$ cat src/rtl/clk_div_multi.sv
// CHANNELS independent programmable clock dividers; outputs registered, en-to-clk_out latency one edge.
// No backpressure: enable and config changes are deferred to period boundaries so clk_out never glitches.
module clk_div_multi #(
    parameter int CHANNELS  = 4,
    parameter int DIV_WIDTH = 16,
    parameter int RESET_DIV = 4
) (
    input  logic                 clk,
    input  logic                 rst,
    input  logic [CHANNELS-1:0]  en,
    input  logic                 cfg_wr,
    input  logic [3:0]           cfg_ch,
    input  logic [DIV_WIDTH-1:0] cfg_div,
    input  logic [DIV_WIDTH-1:0] cfg_high,
    output logic [CHANNELS-1:0]  clk_out,
    output logic [CHANNELS-1:0]  tick,
    output logic [CHANNELS-1:0]  running,
    output logic [CHANNELS-1:0]  cfg_pending
);

    typedef enum logic [1:0] {
        ST_IDLE     = 2'd0,
        ST_RUN      = 2'd1,
        ST_STOPPING = 2'd2
    } state_t;

    localparam logic [DIV_WIDTH-1:0] ONE       = DIV_WIDTH'(1);
    localparam logic [DIV_WIDTH-1:0] TWO       = DIV_WIDTH'(2);
    localparam logic [DIV_WIDTH-1:0] RST_DIV   = DIV_WIDTH'(RESET_DIV);
    localparam logic [DIV_WIDTH-1:0] RST_HIGH  = DIV_WIDTH'(RESET_DIV / 2);

    // Clamp once at write time so every stored period/high pair is legal.
    logic [DIV_WIDTH-1:0] wr_div;
    logic [DIV_WIDTH-1:0] wr_high;

    always_comb begin
        wr_div = (cfg_div < TWO) ? TWO : cfg_div;
        if (cfg_high == '0) begin
            wr_high = ONE;
        end else if (cfg_high >= wr_div) begin
            wr_high = wr_div - ONE;
        end else begin
            wr_high = cfg_high;
        end
    end

    for (genvar i = 0; i < CHANNELS; i++) begin : g_ch
        state_t               st_q, st_d;
        logic [DIV_WIDTH-1:0] cnt_q, cnt_d;
        logic [DIV_WIDTH-1:0] div_q, div_d;
        logic [DIV_WIDTH-1:0] high_q, high_d;
        logic [DIV_WIDTH-1:0] pdiv_q, pdiv_d;
        logic [DIV_WIDTH-1:0] phigh_q, phigh_d;
        logic                 pend_q, pend_d;
        logic                 clk_q, clk_d;
        logic                 tick_q, tick_d;
        logic                 wr;
        logic                 wrap;

        // Out-of-range cfg_ch never matches any generated index.
        assign wr   = cfg_wr && (cfg_ch == 4'(i));
        assign wrap = (cnt_q == div_q - ONE);

        always_comb begin
            st_d    = st_q;
            cnt_d   = cnt_q;
            div_d   = div_q;
            high_d  = high_q;
            pdiv_d  = pdiv_q;
            phigh_d = phigh_q;
            pend_d  = pend_q;

            case (st_q)
                ST_IDLE: begin
                    cnt_d = '0;
                    if (wr) begin
                        div_d  = wr_div;
                        high_d = wr_high;
                    end
                    if (en[i]) begin
                        st_d = ST_RUN;
                    end
                end
                default: begin
                    if (wrap) begin
                        // Period boundary: a write on this very edge beats any older pending pair.
                        cnt_d  = '0;
                        pend_d = 1'b0;
                        if (wr) begin
                            div_d  = wr_div;
                            high_d = wr_high;
                        end else if (pend_q) begin
                            div_d  = pdiv_q;
                            high_d = phigh_q;
                        end
                        st_d = en[i] ? ST_RUN : ST_IDLE;
                    end else begin
                        cnt_d = cnt_q + ONE;
                        if (wr) begin
                            pdiv_d  = wr_div;
                            phigh_d = wr_high;
                            pend_d  = 1'b1;
                        end
                        st_d = en[i] ? ST_RUN : ST_STOPPING;
                    end
                end
            endcase

            clk_d  = (st_d != ST_IDLE) && (cnt_d < high_d);
            tick_d = (st_d == ST_RUN) && (cnt_d == '0);
        end

        always_ff @(posedge clk or posedge rst) begin
            if (rst) begin
                st_q    <= ST_IDLE;
                cnt_q   <= '0;
                div_q   <= RST_DIV;
                high_q  <= RST_HIGH;
                pdiv_q  <= '0;
                phigh_q <= '0;
                pend_q  <= 1'b0;
                clk_q   <= 1'b0;
                tick_q  <= 1'b0;
            end else begin
                st_q    <= st_d;
                cnt_q   <= cnt_d;
                div_q   <= div_d;
                high_q  <= high_d;
                pdiv_q  <= pdiv_d;
                phigh_q <= phigh_d;
                pend_q  <= pend_d;
                clk_q   <= clk_d;
                tick_q  <= tick_d;
            end
        end

        assign clk_out[i]     = clk_q;
        assign tick[i]        = tick_q;
        assign running[i]     = (st_q != ST_IDLE);
        assign cfg_pending[i] = pend_q;
    end

endmodule

$ cat config.mk
export PLATFORM = sky130hd
export DESIGN_NAME = clk_div_multi
export DESIGN_NICKNAME = d
export VERILOG_FILES = /design/src/rtl/clk_div_multi.sv
export SDC_FILE = /design/constraint.sdc
export NUM_CORES = 1
export LEC_CHECK = 0
export ABC_AREA = 1
export CAP_MARGIN = 20
export CORE_ASPECT_RATIO = 0.8
export CORE_MARGIN = 3
export CORE_UTILIZATION = 52
export DETAILED_ROUTE_END_ITERATION = 12
export PLACE_DENSITY = 0.81
export SLEW_MARGIN = 20
export SYNTH_ARGS = -nofsm -noshare
export SYNTH_HDL_FRONTEND = slang
export SYNTH_SLANG_ARGS = --single-unit
$ cat constraint.sdc
create_clock -name clk -period 15 [get_ports clk]
set_clock_uncertainty 0.1 [all_clocks]
set_input_delay 4.5 -clock clk [delete_from_list [all_inputs] [get_ports clk]]
set_output_delay 4.5 -clock clk [all_outputs]
set_load 0.05 [all_outputs]
==> impl_metrics.yaml <==
detailed_routing:
  post-route-drc-count: 0
  routed_via_density: 5.795
  drt-total-wl_mm: 68.53
  num_vias: 21270
  dr.pass1.iters: 6
  ant_nets: 0
  drt_iter0_drc: 2500
  drt-wirelength-per-cell_um: 18.67
run_status:
  status: "finished, final reports clean"
critical_path:
  endpoint: "g_ch[0].clk_q$_DFF_PP0_"
  crit_path_start_kind: "input port"
  startpoint: "cfg_div[11]"
  r2r_cells: 21
  cp-end-kind: "flop"
  cp_max_fo: 31
  crit_arrival_ns: 10.46
  critPathMaxStageDelay_ns: 0.66
  slowest_stage: "clkdlybuf4s50_1"
  cpMostUsedCell: "nand2_1"
  worst-setup-path-type: "input port to flop"
  r2r_slack_ns: 10.65
  r2r_end: "g_ch[2].clk_q$_DFF_PP0_"
  rr_startpoint: "g_ch[2].div_q[0]$_DFFE_PP0P_"
  crit_required_ns: 15.37
placement:
  dp_hpwl_mm: 50.11
  routabilityCongestion: 1.000
  placedCellCount: 3604
  place.port_buffers: 58
grt:
  antenna_found_initial: 4
  grt_remaining_overflow: 0
  grt_pass1_vias: 20500
  grt_start_max_net_pins: 110
  grt_pass1_wl_mm: 109.0
  gr-usage-all-layers: 0.2999
yosys:
  ys_ff_latch: 340
  synth_area_leaders: "dfrtp_1 (37%), nand2_1 (15%), o21ai_0 (7.6%)"
  syn_area_um2: 22160
  synth_top_area_cell: "dfrtp_1"
  async_flop_share: 1.000
  avgSynthCellArea_um2: 7.143
  yosysUniqueCellTypes: 61
  syn_nets: 3230
  ys_warn_count: 0
  ys_seq_area_frac: 0.3845
  netlist_instances: 3102
  synth_top_area_frac: 0.3750
  synth_edf_count: 0
  synth_flop_cell: "dfrtp_1"
layout:
  layout_common_cells: "nand2_1 (861), inv_1 (391), o21ai_0 (335)"
  seqCellArea_um2: 8518
  layout_commonest_cell: "nand2_1"
  multi_input_area_um2: 11480
  layout.nets: 3227
  drive_gt1_frac: 0.06878
  fillers: 3713
  instances_no_fill: 3671
  syn_to_final_growth_pct: 9.572
clocking:
  clk_path_buf_depth: 3
  clock-sinks: 340
  htreeDepth: 2
  clockRootBuffer: "clkbuf_16"
  cts_tree: "done"
  hold_buffers: 0
  cts_resized: 0
  cts_made_buffers: 36
  clk_latency_ns: 0.56
  path_clk_slew_ns: 0.06
  post_cts_buffers: 0
timing:
  maxSlewViolCount: 0
  whs_ns: 0.3803
  finalSetupTns_ns: 0
  slew_headroom: 0.2952
  setup_viol: 0
  fin_crit_sh: 0.6724
  fmaxAchievable_ghz: 0.09915
  period_minus_slack_ns: 10.09
  rsz0062_at_grt: "false"
  tightest_slew_ns: 1.053
  hold_violations: 0
floorplanning:
  fp.coreArea_um2: 41370
  io_pins: 59
  fp.dieW_um: 236.8
  rows: 66
  die_h_um: 190.6
  start_util: 0.5355
  die_area_um2: 45140
worst_hold_path:
  hold_path.class: "flop to flop"
  hold_depth: 2
pwr:
  ir_drop_uv: 89.83
  power_leakage_uw: 0.01189
  p_per_area_nw_per_um2: 150.0
run:
  cap_violations: 0
worst min path at each step:
stage	start	endpoint
after floorplan	g_ch[3].phigh_q[0]$_DFFE_PP0P_	g_ch[3].phigh_q[0]$_DFFE_PP0P_
after global routing	g_ch[0].phigh_q[15]$_DFFE_PP0P_	g_ch[0].phigh_q[15]$_DFFE_PP0P_
after global placement	g_ch[3].pdiv_q[4]$_DFFE_PP0P_	g_ch[3].pdiv_q[4]$_DFFE_PP0P_
after CTS	g_ch[0].pdiv_q[15]$_DFFE_PP0P_	g_ch[0].pdiv_q[15]$_DFFE_PP0P_
after detailed placement	g_ch[0].pdiv_q[15]$_DFFE_PP0P_	g_ch[0].pdiv_q[15]$_DFFE_PP0P_
final	g_ch[0].pdiv_q[4]$_DFFE_PP0P_	g_ch[0].pdiv_q[4]$_DFFE_PP0P_
Yosys cell counts, types with 12 or more instances:
cell type and n:
nand2_1 861, nor2_4 16, o211ai_1 49, nand2_2 12, dfrtp_1 332, nor4_1 20
o21ai_1 34, nand4_1 39, nor2_1 250, ha_1 85, buf_2 26, inv_1 392
nand3b_1 14, o21ai_0 335, a21oi_1 99, clkbuf_1 73, xnor2_1 30, a31oi_1 24
buf_4 13, or2_2 12, xor2_1 54, nor3_1 41, inv_2 27, nand3_1 127
nor2_2 20
cell type report:
class,instances,share of cell area
multi-input cells,2216,0.4729
flip-flops and latches,340,0.3509
inverters,426,0.06623
clock buffers,49,0.04247
repair buffers,79,0.03139
well taps,544,0.02804
clock inverters,16,0.007988
diodes,1,0.0001031
worst max-delay path: cells and delay by family:
family | cells | cell delay, ns
AOI/OAI and AO/OA | 6 | 0.92
buffers and inverters | 4 | 1.21
and+or+nand+nor | 18 | 3.18
adders and majority gates | 2 | 0.63
state kept, by name, indices dropped and copies added, names as in the netlist:
name / cells
g_ch.cnt_q: 64
g_ch.pdiv_q: 64
g_ch.tick_q: 4
g_ch.high_q: 64
g_ch.div_q: 64
g_ch.st_q: 8
g_ch.clk_q: 4
g_ch.pend_q: 4
g_ch.phigh_q: 64
through the flow:
step / utilization / setup WS [ns] / instance area [um2] / power, uW
2_1_floorplan: - / 0.9899 / 22160 / 2321
3_3_place_gp: 0.5561 / 4.799 / 23010 / 2607
3_5_place_dp: 0.5564 / 4.622 / 23020 / 2670
4_1_cts: 0.5860 / 5.096 / 24240 / 3626
5_1_grt: 0.5868 / 4.452 / 24280 / 3891
6_report: 0.5868 / 4.914 / 24280 / 3642
routing by layer:
layer | share of wire | GRT usage | vias up | wire length, um
met4 | 0.037 | 0.1037 | 6 | 2553
met2 | 0.44 | 0.4637 | 1007 | 30020
met3 | 0.099 | 0.06810 | 176 | 6768
met1 | 0.43 | 0.4163 | 10040 | 29140
met5 | 0.00064 | 0 | - | 44
li1 | - | - | 10040 | -
logic make-up after synthesis:
| family | synth area share |
|---|---|
| simple gates | 0.2872 |
| compound gates | 0.1467 |
| buf+inv | 0.09877 |
| flops | 0.3845 |
| xor+xnor | 0.03394 |
| fa+ha+maj | 0.04800 |
| mux | 0.0009036 |
power by group:
group	internal [uW]	switching, uW	total, uW
clock network	553	396	949
registers	1140	205	1340
logic	470	877	1350
total	2160	1480	3640
Power figures use the tool's default switching activity.
